File: src/rtl/led_ctrl_pkg.sv
// Shared definitions for the front-panel LED controller: mode encodings,
// LED / Johnson widths and the Johnson (twisted-ring) step function.
package led_ctrl_pkg;

  localparam int unsigned LED_W     = 4;
  localparam int unsigned JOHNSON_W = 6;

  typedef enum logic [1:0] {
    MODE_SCROLL = 2'd0,
    MODE_PAUSE  = 2'd1,
    MODE_MANUAL = 2'd2
  } mode_e;

  // Shift left, feeding back the inverted MSB: 12-state twisted ring.
  function automatic logic [JOHNSON_W-1:0] johnson_next(input logic [JOHNSON_W-1:0] j);
    return {j[JOHNSON_W-2:0], ~j[JOHNSON_W-1]};
  endfunction

endpackage

File: src/rtl/button_debounce.sv
// Push-button conditioner: 2-flop synchronizer, debounce counter and
// rising-edge press pulse.
//   clk_i   : board clock
//   rst_ni  : asynchronous active-low reset
//   btn_i   : raw button level (asynchronous to clk_i)
//   pulse_o : one-clock pulse when the accepted level goes 0 -> 1
module button_debounce #(
  parameter int unsigned DEBOUNCE_CYCLES = 33000
) (
  input  logic clk_i,
  input  logic rst_ni,
  input  logic btn_i,
  output logic pulse_o
);

  localparam int unsigned CNT_W = $clog2(DEBOUNCE_CYCLES + 1);
  localparam logic [CNT_W-1:0] CNT_LAST = CNT_W'(DEBOUNCE_CYCLES - 1);

  logic [1:0]       sync_q;
  logic             acc_q;
  logic [CNT_W-1:0] cnt_q;
  logic             pulse_q;

  always_ff @(posedge clk_i or negedge rst_ni) begin
    if (!rst_ni) begin
      sync_q  <= '0;
      acc_q   <= 1'b0;
      cnt_q   <= '0;
      pulse_q <= 1'b0;
    end else begin
      sync_q  <= {sync_q[0], btn_i};
      pulse_q <= 1'b0;
      if (sync_q[1] != acc_q) begin
        // The DEBOUNCE_CYCLES-th consecutive differing sample is accepted.
        if (cnt_q == CNT_LAST) begin
          acc_q   <= sync_q[1];
          cnt_q   <= '0;
          pulse_q <= sync_q[1];
        end else begin
          cnt_q <= cnt_q + CNT_W'(1);
        end
      end else begin
        cnt_q <= '0;
      end
    end
  end

  assign pulse_o = pulse_q;

endmodule

File: src/rtl/led_mode_controller.sv
// Front-panel LED controller: debounces two buttons and runs the
// SCROLL / PAUSE / MANUAL mode machine driving four LEDs.
//   CLK      : board clock
//   RST_N    : asynchronous active-low reset
//   BTN_MODE : raw mode button, advances SCROLL -> PAUSE -> MANUAL -> SCROLL
//   BTN_SEL  : raw select button, toggles the cursor LED in MANUAL
//   LED      : registered LED drive, bit 0 = LD1
//   MODE     : current mode (0 SCROLL, 1 PAUSE, 2 MANUAL)
module led_mode_controller
  import led_ctrl_pkg::*;
#(
  parameter int unsigned TICK_DIV_W      = 19,
  parameter int unsigned DEBOUNCE_CYCLES = 33000
) (
  input  logic             CLK,
  input  logic             RST_N,
  input  logic             BTN_MODE,
  input  logic             BTN_SEL,
  output logic [LED_W-1:0] LED,
  output logic [1:0]       MODE
);

  logic mode_pulse;
  logic sel_pulse;

  button_debounce #(.DEBOUNCE_CYCLES(DEBOUNCE_CYCLES)) u_deb_mode (
    .clk_i   (CLK),
    .rst_ni  (RST_N),
    .btn_i   (BTN_MODE),
    .pulse_o (mode_pulse)
  );

  button_debounce #(.DEBOUNCE_CYCLES(DEBOUNCE_CYCLES)) u_deb_sel (
    .clk_i   (CLK),
    .rst_ni  (RST_N),
    .btn_i   (BTN_SEL),
    .pulse_o (sel_pulse)
  );

  mode_e                 mode_q;
  logic [TICK_DIV_W-1:0] div_q;
  logic [JOHNSON_W-1:0]  j_q;
  logic [LED_W-1:0]      m_q;
  logic [1:0]            c_q;
  logic [LED_W-1:0]      led_q;

  always_ff @(posedge CLK or negedge RST_N) begin
    if (!RST_N) begin
      mode_q <= MODE_SCROLL;
      div_q  <= '0;
      j_q    <= '0;
      m_q    <= '0;
      c_q    <= '0;
      led_q  <= '0;
    end else begin
      // LED reflects the state held before this edge, so it lags by one clock.
      led_q <= (mode_q == MODE_MANUAL) ? m_q : j_q[LED_W-1:0];
      unique case (mode_q)
        MODE_SCROLL: begin
          div_q <= div_q + TICK_DIV_W'(1);
          if (div_q == '1) begin
            j_q <= johnson_next(j_q);
          end
          if (mode_pulse) begin
            mode_q <= MODE_PAUSE;
          end
        end
        MODE_PAUSE: begin
          if (mode_pulse) begin
            mode_q <= MODE_MANUAL;
            m_q    <= j_q[LED_W-1:0];
            c_q    <= '0;
          end
        end
        MODE_MANUAL: begin
          // Mode pulse has priority; a coincident select pulse is dropped.
          if (mode_pulse) begin
            mode_q <= MODE_SCROLL;
            j_q    <= '0;
            div_q  <= '0;
          end else if (sel_pulse) begin
            m_q[c_q] <= ~m_q[c_q];
            c_q      <= c_q + 2'd1;
          end
        end
        default: begin
          mode_q <= MODE_SCROLL;
        end
      endcase
    end
  end

  assign LED  = led_q;
  assign MODE = mode_q;

endmodule

File: config.mk
export PLATFORM = sky130hd
export DESIGN_NAME = led_mode_controller
export DESIGN_NICKNAME = d
export VERILOG_FILES = /design/src/rtl/led_ctrl_pkg.sv /design/src/rtl/button_debounce.sv /design/src/rtl/led_mode_controller.sv
export SDC_FILE = /design/constraint.sdc
export NUM_CORES = 1
export LEC_CHECK = 0
export CAP_MARGIN = 20
export CORE_ASPECT_RATIO = 1.25
export CORE_MARGIN = 2
export CORE_UTILIZATION = 51
export DETAILED_ROUTE_END_ITERATION = 10
export PLACE_DENSITY = 0.71
export SLEW_MARGIN = 20
export SYNTH_ARGS = -nofsm -noshare
export SYNTH_HDL_FRONTEND = slang
export SYNTH_SLANG_ARGS = --single-unit
File: constraint.sdc
create_clock -name CLK -period 4.08 [get_ports CLK]
set_input_delay 0.816 -clock CLK [delete_from_list [all_inputs] [get_ports CLK]]
set_output_delay 0.816 -clock CLK [all_outputs]
set_load 0.1 [all_outputs]
Yosys cells after proc, flatten, opt, wreduce, memory -nomap -nowiden
Cells that the tools add are included.

Flip-flop bits (word level): 77. Bits of input ports: 4. Logic and storage cells: 75.

$add $sub $neg: 4. $lt $le $gt $ge: 2. Equal/unequal tests: 13. Multiplexer cells: 30. Bitwise operators: 2. Reductions and logical operators: 10.

Operators by type and width (count): two-way mux 16 bit (4); one-hot mux 19 bit (2 select lines) (1); adder 16 x 1 -> 16 bit (second input constant) (2); equality test 16 bit (second input constant) (2); adder 19 x 1 -> 19 bit (second input constant) (1); equality test 19 bit (second input constant) (1); two-way mux 19 bit (1); two-way mux 4 bit (4); two-way mux 6 bit (2); one-hot mux 6 bit (2 select lines) (1); two-way mux 2 bit (5); != test 2 x 1 -> 1 bit (second input constant) (4); one-hot mux 4 bit (2 select lines) (1); two-way mux 1 bit (6); one-hot mux 2 bit (3 select lines) (1); AND reduction 2 bit (3); AND reduction 3 bit (2); bitwise mux 4 bit (1); != test 2 bit (second input constant) (2); one-hot mux 2 bit (2 select lines) (1); AND reduction 4 bit (1); nonzero test 2 bit (2); less-than comparator 2 x 3 -> 1 bit (second input constant) (1); adder 2 x 1 -> 2 bit (second input constant) (1); other kinds (9) (11).

Depth between registers and ports, before layout
Gate-level depths: netlist of the first run.

Word-level depth: 8. Gate-level depth with buffers: 7.

By module
A second synthesis of the first run with hierarchy kept.

Cells, all modules: 358. Area total of the unflattened synthesis: 3778.6 sq um.

By module, submodules not included: led_mode_controller (instances 1, cells an instance 188, area each 1936.9 sq um); button_debounce (instances 2, cells an instance 85, area each 920.9 sq um).

Worst setup path before layout of the first run
Ideal clock, no wire load.

Path kind: reg2reg. Start point: register mode_q[1], in the netlist MODE[1]. End point: register j_q[0]. Arrival: 2.100 ns. Data required time: 3.958 ns. Setup slack: 1.859 ns. Cell stages (with the launch flop): 7. Path buffers: 2. Cell sequence: dfrtp_1 -> buf_2 -> nor2b_1 -> buf_2 -> nor4_4 -> nand3_1 -> a32o_1.

Word-level cells in the longest chain between the ends: 3.

Ends and longest elaborated chain: start: declaration (line led_mode_controller.sv:40) `mode_e mode_q;`; start signal: assignment (line led_mode_controller.sv:49) `mode_q <= MODE_SCROLL;`; start signal: assignment (line led_mode_controller.sv:65) `mode_q <= MODE_PAUSE;`; start signal: assignment (line led_mode_controller.sv:70) `mode_q <= MODE_MANUAL;`; equality test 2 bit / zero test 2 bit (equally long branches) (line led_mode_controller.sv:58) `unique case (mode_q)`; != test 2 x 1 -> 1 bit (no source line) (tied with other cells); AND reduction 3 bit (no source line); end signal: assignment (line led_mode_controller.sv:62) `j_q <= johnson_next(j_q);`; end: declaration (line led_mode_controller.sv:42) `logic [JOHNSON_W-1:0] j_q;`.

Several ways; a longest one is shown, not always the timed one. A chain may end at the register's enable or synchronous reset.

Worst setup path in the final report of the first run
Start point: register mode_q[0], in the netlist MODE[0]. End point: output port MODE[0].

RTL lines: end: declaration (line led_mode_controller.sv:20) `output logic [1:0] MODE`.

No word-level cell between the ends.

==> results summary, run 1 <==
The shortest clock period the worst path allows after layout is 3.07 ns. The number of DRC violations after detailed routing came out at 0. The share of cells above drive strength 1 is ~8.3%.

The total standard cell area after synthesis came out at 3720 um^2. The synthesized netlist devotes 2.36% of its cell area to adder and majority cells. Across the routed clock network, the largest skew measured is between 0.009 and 0.01 ns. The wire length of the first global-routing pass is between 10 and 15 mm.

The worst register-to-register path has a depth of 5. The weighted congestion reported at the end of routability-driven placement came out at 0.814. In this run the clock root is driven by a sky130_fd_sc_hd__clkbuf_8. Once detail routing completed, the nets flagged for antenna violations numbered 0. The global-route total usage across every layer came out at approximately a fifth. The synthesized design devotes to its leading area cell type 51.8% of total area. Setup violations remaining at the end of the flow were counted as 0. By area, the combinational part of the netlist is dominated by simple AND/OR/NAND/NOR gates. The async set-reset flop share out of synthesis came out at 100%. The depth of the worst hold-timing path came out at 0. Pin placement for this block handled 10 I/O pins. The effective utilization at floorplan is 53.0%. The synthesis warning total is 0. The biggest fanout along the worst timing path came out at 18. In this run the number of cells on the critical path is 1. The power per cell area came out at 366 nW/um^2. In this design, the largest share of critical-path delay is due to buffers and inverters. The core footprint came out at 7020 um^2. The reported leakage power is about 1.7 nW. The synthesized design contains 0 enable-type register cells. The final antenna diode count is 0. The arrival time at the worst endpoint came out at 2.26 ns. The synthesized netlist devotes 8.88% of its cell area to compound gates. The worst stage delay on the critical path came out at 1.23 ns. The initial antenna violation count is 0. After detailed routing, the total wire length is 6.86 mm. The number of nets in the synthesized netlist is 380. The highest clock rate came out at roughly 330 MHz.

The critical path goes through clkdlybuf4s50_1. Entering global routing, the biggest net connects 78 pins. The sequential element share of the synthesized area came out at roughly half. The multi-input combinational cells in the finished layout cover a total of approximately 1700 um^2.

The number of global-route vias before repair is 2678. The data required time of the critical path came out at 3.26 ns. The share of the clock period used by the worst path after layout came out at 75.3%. The synthesized-area fraction occupied by and/or/nand/nor cells is between 20% and 30%. The number of filler cells placed in the layout came out at 629.

The starting DRC count in detailed routing came out at 155. The startpoint of the most critical register-to-register path is div_q[0]$_DFFE_PN0P_. From synthesis to final layout, the design area changed by 10.9%. The total vias in the final route came out at 2745. The tightest slew margin relative to the limit came out at ~34%. The number of setup buffers added after CTS came out at 0. The die covers between 7000 and 8000 um^2.

The kind of end point of the critical path is a primary output. The tool flagged a number of max-cap violations equal to 0. The summed negative setup slack over all endpoints came out at 0 ns. The level count of the clock H-tree came out at 3. The number of input and output port buffers inserted came out at 9. The worst hold path begins at u_deb_mode.sync_q[0]$_DFF_PN0_. The endpoint of the worst register-to-register path is j_q[5]$_DFFE_PN0P_.

The clock edge transition at the registers on the reported setup and hold paths came out at 0.07 ns. The total half-perimeter wirelength after legalization and detailed placement is 4.61 mm. The TritonCTS clock tree is yes. The worst hold path endpoint is u_deb_mode.sync_q[1]$_DFF_PN0_. Leaving out filler cells and counting taps, the final layout contains 474.

The worst-case IR drop observed on VDD is 0.295 mV. Counting along the longest clock path gives a buffer depth of 2. The die is 99.5 um tall. The first TritonRoute pass finished after 4 iterations. The actual transition at the worst max-transition pin is 0.980 ns.

The number of cells in the design after placement came out at 458. The insertion delay to the later sink of the worst-skew pair came out at approximately 0.35 ns. The worst setup slack for register-to-register paths came out at just under 2 ns. The worst setup path category is register to primary output. The synthesized design contains 77 register bits. In this run the mean area of a mapped cell was 10.1 um^2. The cell taking the most area after synthesis is sky130_fd_sc_hd__dfrtp_1.

Dividing the detail-routed wire length by the instance count gives 14.5 um. STA classifies the critical path startpoint as a register. The synthesized instance count is 369. On the critical path, the stage with the largest delay is an instance of sky130_fd_sc_hd__clkdlybuf4s50_1. Together, buffers and inverters on the worst path number 1. The count of clock tree sinks is 77.

The overflow left after global routing came out at 0. In the post-synthesis netlist, the biggest area contributors are sky130_fd_sc_hd__dfrtp_1, sky130_fd_sc_hd__xnor2_1, sky130_fd_sc_hd__nor2_1. The number of buffers created by CTS came out at 9. Summing all flip-flop and latch instances after layout gives 1930 um^2. The worst min-delay path class is register to register.

Counting distinct cell types in the post-synthesis netlist gives 49. In this run, post-CTS hold repair placed 0 buffers. The final hold violation count came out at 0. In the synthesized netlist, mux cells make up around 2.7% of the area. The predominant post-synthesis flop cell is sky130_fd_sc_hd__dfrtp_1.

The mean number of vias per cell is 5.79. The die extent in x is 80.4 um. The top cell types in the final layout, fill and taps aside, are sky130_fd_sc_hd__dfrtp_1, sky130_fd_sc_hd__nor2_1, sky130_fd_sc_hd__nand2_1, sky130_fd_sc_hd__xnor2_1, sky130_fd_sc_hd__nand3_1. Post-CTS repair changed the size of 0 cells. The run finished with clean final reports. The share of the synthesized netlist area taken by xor and xnor gates came out at 8.24%.

Leaving out fill and tap cells, the most frequent cell in the layout is sky130_fd_sc_hd__dfrtp_1. The number of nets at the end of the flow is 390. Setup repair after global routing left no endpoint under its margin.

The max-slew violation total from the final report is 0. The number of rows in the core area came out at 34.
[cells by family (layout without fill, tap and decap cells)]
family | after synthesis | after routing
simple gates | 174 | 174
flops | 77 | 77
mux | 8 | 8
xor+xnor | 35 | 35
buf+inv | 23 | 38
compound gates | 45 | 45
fa+ha+maj | 7 | 7
[per-stage QoR]
step	hold slack (ns)	total power [mW]	utilization, %	cell area [um^2]	setup WS, ns
global route	0.356	1.57	58.7	4120	0.932
CTS	0.354	1.53	58.7	4120	1.00
global placement	0.337	0.824	55.2	3880	1.42
floorplan	0.331	0.803	-	3720	1.86
finish	0.354	1.51	58.7	4120	1.01
detailed placement	0.337	0.825	55.2	3880	1.40
[per-layer routing]
layer	global-route usage [%]	wire [um]	vias up
met5	0	0	-
met1	22.9	3030	1354
met3	4.08	199	13
met2	32.7	3470	45
met4	8.60	154	0
li1	-	-	1333
[state kept, by name, summed over array words and instances, names as in the netlist, 4 cells and up]
register,cells
m_q,4
j_q,6
u_deb_sel.cnt_q,16
u_deb_mode.cnt_q,16
div_q,19
LED,4
[report_power, final]
part	leakage (nW)	internal [mW]	switching (mW)
registers	1.05	0.769	0.00652
clock network	0.127	0.423	0.278
logic	0.511	0.00865	0.0235
total	1.68	1.20	0.308
[cell type report]
class	count	share of cell area [%]
clock inverters	6	2.64
well taps	90	2.73
repair buffers	9	2.12
inverters	13	1.18
multi-input cells	269	41.2
clock buffers	10	3.34
flip-flops and latches	77	46.7
[synth_stat cells (3+ instances only)]
| master | n |
|---|---|
| sky130_fd_sc_hd__clkbuf_1 | 4 |
| sky130_fd_sc_hd__o211ai_1 | 6 |
| sky130_fd_sc_hd__nand2_1 | 35 |
| sky130_fd_sc_hd__xnor2_1 | 31 |
| sky130_fd_sc_hd__a31o_2 | 3 |
| sky130_fd_sc_hd__o21ai_0 | 3 |
| sky130_fd_sc_hd__nor3_1 | 14 |
| sky130_fd_sc_hd__dfrtp_1 | 77 |
| sky130_fd_sc_hd__inv_1 | 13 |
| sky130_fd_sc_hd__or4_1 | 3 |
| sky130_fd_sc_hd__a21oi_1 | 8 |
| sky130_fd_sc_hd__buf_2 | 4 |
| sky130_fd_sc_hd__and3_1 | 3 |
| sky130_fd_sc_hd__nand4_1 | 12 |
| sky130_fd_sc_hd__ha_1 | 7 |
| sky130_fd_sc_hd__nand2b_1 | 4 |
| sky130_fd_sc_hd__nor4_1 | 12 |
| sky130_fd_sc_hd__nor2_1 | 54 |
| sky130_fd_sc_hd__xor2_1 | 4 |
| sky130_fd_sc_hd__nand3_1 | 19 |
| sky130_fd_sc_hd__a31oi_1 | 7 |
| sky130_fd_sc_hd__or3_1 | 3 |
| sky130_fd_sc_hd__a32o_1 | 6 |
| sky130_fd_sc_hd__mux2_2 | 4 |
[worst max-delay path by stage]
stage	from	endpoint	slack [ns]
after global routing	MODE[0]$_DFFE_PN0P_	MODE[0]	0.93
final	MODE[0]$_DFFE_PN0P_	MODE[0]	1.01
after global placement	MODE[0]$_DFFE_PN0P_	MODE[0]	1.42
after CTS	MODE[0]$_DFFE_PN0P_	MODE[0]	1.00
after detailed placement	MODE[0]$_DFFE_PN0P_	MODE[0]	1.40
after floorplan	MODE[1]$_DFFE_PN0P_	j_q[0]$_DFFE_PN0P_	1.86
Power figures use the tool's default switching activity.
==> run 2, diff against run 1 <==
clock period = 2.9 ns   (was 4.08 ns; I/O delays follow)
==> results summary, run 2 (same netlist as run 1, synthesis figures left out) <==
The run finished with clean final reports. The area used by multi-input combinational logic came out at 1700 um^2 (unchanged). The share of total power consumed by net switching came out at 23.5% (+3.1 points). The relative contribution of combinational cells to total power is 2.4% (+0.3 points). The cell type of the slowest stage on the worst timing path is sky130_fd_sc_hd__nor3_2.

The post-detailed-route count of antenna-violating nets is 0 (unchanged). Clock tree synthesis selected as its root buffer the cell sky130_fd_sc_hd__clkbuf_8. The hold-fix buffer count after cts is 0 (unchanged). The overflow left after global routing came out at 0 (unchanged).

The total half-perimeter wirelength after legalization and detailed placement was 4.57 mm (-0.89%). The level count of the clock H-tree was 3 (unchanged). The power per cell area is 462 nW/um^2 (+26%). The cell-internal power is 1.43 mW (+19%). The share of cells above drive strength 1 came out at 9.64% (+1.3 points). The area of the die came out at 7990 um^2 (unchanged). The final antenna diode count came out at 0 (unchanged).

For this run, the top clock speed supported by timing is between 400 and 500 MHz. The total wirelength of the detailed-routed design is 6.65 mm (-3.1%). The depth of the most critical reg-to-reg path is 5 (unchanged).

The maximum buffer depth of the clock tree is 2 (unchanged). The final hold violation count is 0 (unchanged). The depth of the worst hold-timing path is 0 (unchanged). Compared with the post-synthesis result, the final layout area differs by 8.61%. The weighted congestion reported at the end of routability-driven placement is 0.810 (-0.58%). The start point of the worst hold path is u_deb_mode.sync_q[0]$_DFF_PN0_.

The tightest slew margin relative to the limit was 37.5% (+3.1 points). The switching component of the power came out at 0.439 mW (+43%). The worst setup timing slack at the placement stage is 0.888 ns (-0.513 ns).

The number of top-level design ports was 10 (unchanged). The shortest clock period the worst path allows after layout is 2.04 ns. The kind of end point of the critical path is a register. The mean number of vias per cell came out at 5.74 (-0.91%). Walking the worst path, the cells encountered are ha_1 -> nand4_1 -> nor3_2 -> nand3_1 -> a32o_1.

The insertion delay to the later sink of the worst-skew pair is 0.34 ns (about the same). The detailed-router iteration count before antenna repair is 5 (+1). The reported leakage power is 1.65 nW (-1.9%). The arrival time at the worst endpoint came out at 2.27 ns (about the same). The number of DRC violations after detailed routing is 0 (unchanged). The critical path is of the register to register type. The top cell types in the final layout, fill and taps aside, are sky130_fd_sc_hd__dfrtp_1, sky130_fd_sc_hd__nor2_1, sky130_fd_sc_hd__nand2_1, sky130_fd_sc_hd__xnor2_1, sky130_fd_sc_hd__nand3_1. The routed wire length per instance came to 14.0 um (-3.1%). The relative contribution of the clock network to total power is 39.2% (-7.3 points). The number of filler cells placed in the layout came out at 645 (+2.5%). TritonCTS built the clock tree. The total of cells resized after clock tree synthesis came out at 0 (unchanged).

The maximum VDD drop came out at 0.324 mV (+9.9%). The number of rows in the core area was 34 (unchanged). The sequential fraction of design power came out at 58.4% (+7.0 points). The total vias in the final route is 2720 (-0.91%). The number of nets at the end of the flow was 390 (unchanged).

The initial antenna violation count is 0 (unchanged). The summed negative setup slack over all endpoints is 0 ns (unchanged). The global-route total usage across every layer is 18.8% (-0.28 points). The largest net degree at the start of global routing is 78 (unchanged). The starting DRC count in detailed routing is 149 (-3.9%).

The worst hold path terminates at u_deb_mode.sync_q[1]$_DFF_PN0_. The share of the clock period used by the worst path after layout is 70.4%. The post-route clock skew is 0.00591 ns (-0.00375 ns). The number of setup violations in the final report came out at 0 (unchanged). The worst register-to-register path begins at div_q[0]$_DFFE_PN0P_. The register bank with the most flops is div_q. The largest registers in the layout are div_q x19, u_deb_mode.cnt_q x16, u_deb_sel.cnt_q x16. The max-slew violation total from the final report was 0 (unchanged).

The number of input and output port buffers inserted came out at 9 (unchanged). Leaving out fill and tap cells, the most frequent cell in the layout is sky130_fd_sc_hd__dfrtp_1. Setup repair after global routing left no endpoint under its margin.

The setup slack of the critical path after layout is 0.858 ns (-0.149 ns). The count of clock tree sinks is 77 (unchanged). The die extent in x is 80.4 um (unchanged). The number of violations of the max-capacitance limit is 0 (unchanged). The biggest fanout along the worst timing path is 9 (-9).

In this run the critical register-to-register path is captured at j_q[0]$_DFFE_PN0P_. The worst setup path is launched from a register. The worst min-delay path class is register to register.

The clock edge transition at the registers on the reported setup and hold paths is 0.08 ns (about the same). The worst stage delay on the critical path is 0.45 ns (-0.78 ns). The number of buffers created by CTS came out at 9 (unchanged). The height of the chip came to 99.5 um (unchanged). The storage element area is 1930 um^2 (unchanged). The core footprint is 7020 um^2 (unchanged). The worst setup slack for register-to-register paths is 0.86 ns (-1.08 ns). The number of global-route vias before repair is 2634 (-1.6%). The data required time of the critical path came to 3.13 ns (-0.13 ns). The effective utilization at floorplan is 53.0% (unchanged). The number of setup buffers added after CTS is 0 (unchanged). The flip-flop count of the largest register, all copies and words added is 19 (unchanged).

The actual transition at the worst max-transition pin was 0.937 ns (-0.0430 ns). The wire length of the first global-routing pass is 11.9 mm (-0.52%).
run 2: cell count changes in the layout (fill, tap and decap cells not counted):
cell / previous run / this run
sky130_fd_sc_hd__buf_4: 1 / 7
sky130_fd_sc_hd__bufinv_16: 3 / 0
sky130_fd_sc_hd__clkbuf_1: 0 / 1
sky130_fd_sc_hd__clkdlybuf4s50_1: 8 / 2
sky130_fd_sc_hd__clkinv_2: 2 / 1
sky130_fd_sc_hd__clkinv_4: 0 / 1
sky130_fd_sc_hd__clkinvlp_4: 0 / 3
sky130_fd_sc_hd__inv_6: 1 / 0
run 2: cell type report:
cell class / instances / share of cell area, %
inverters: 13 / 1.21
repair buffers: 9 / 1.80
clock buffers: 11 / 3.50
well taps: 90 / 2.79
clock inverters: 5 / 0.898
flip-flops and latches: 77 / 47.7
multi-input cells: 269 / 42.1
run 2: worst max-delay path by stage:
stage	start	slack (ns)	endpoint
2_1_floorplan	MODE[1]$_DFFE_PN0P_	0.68	j_q[0]$_DFFE_PN0P_
3_3_place_gp	div_q[0]$_DFFE_PN0P_	0.99	j_q[3]$_DFFE_PN0P_
3_5_place_dp	div_q[0]$_DFFE_PN0P_	0.89	j_q[0]$_DFFE_PN0P_
4_1_cts	div_q[0]$_DFFE_PN0P_	0.89	j_q[0]$_DFFE_PN0P_
5_1_grt	div_q[0]$_DFFE_PN0P_	0.72	j_q[0]$_DFFE_PN0P_
6_report	div_q[0]$_DFFE_PN0P_	0.86	j_q[0]$_DFFE_PN0P_
run 2: power groups by stage:
stage | registers, mW | logic [mW] | clock network, mW
detailed placement | 1.11 | 0.0474 | 0
CTS | 1.09 | 0.0478 | 0.744
global placement | 1.11 | 0.0471 | 0
floorplan | 1.11 | 0.0194 | 0
finish | 1.09 | 0.0454 | 0.732
global route | 1.09 | 0.0551 | 0.809
run 2: worst max-delay path: cells and delay by family (launching register included):
kind                     cells  cell delay (ns)
flip-flops                   1             0.41
AND/OR/NAND/NOR              3             0.93
AO/OA/AOI/OAI                1             0.34
adder cells (fa/ha/maj)      1             0.25
run 2: through the flow:
stage / std cells / hold WS [ns] / instance area [um^2] / utilization (%) / power (mW)
floorplan: 369 / 0.284 / 3720 / - / 1.13
global placement: 458 / 0.335 / 3860 / 55.0 / 1.16
detailed placement: 458 / 0.337 / 3860 / 55.0 / 1.16
CTS: 474 / 0.355 / 4040 / 57.5 / 1.88
global route: 474 / 0.367 / 4040 / 57.5 / 1.96
finish: 474 / 0.353 / 4040 / 57.5 / 1.87
run 2: layer usage:
| layer | wire [um] | up-vias | track usage, % |
|---|---|---|---|
| li1 | - | 1329 | - |
| met2 | 3310 | 41 | 31.5 |
| met3 | 167 | 9 | 2.99 |
| met5 | 0 | - | 0 |
| met1 | 3060 | 1341 | 23.5 |
| met4 | 116 | 0 | 9.26 |
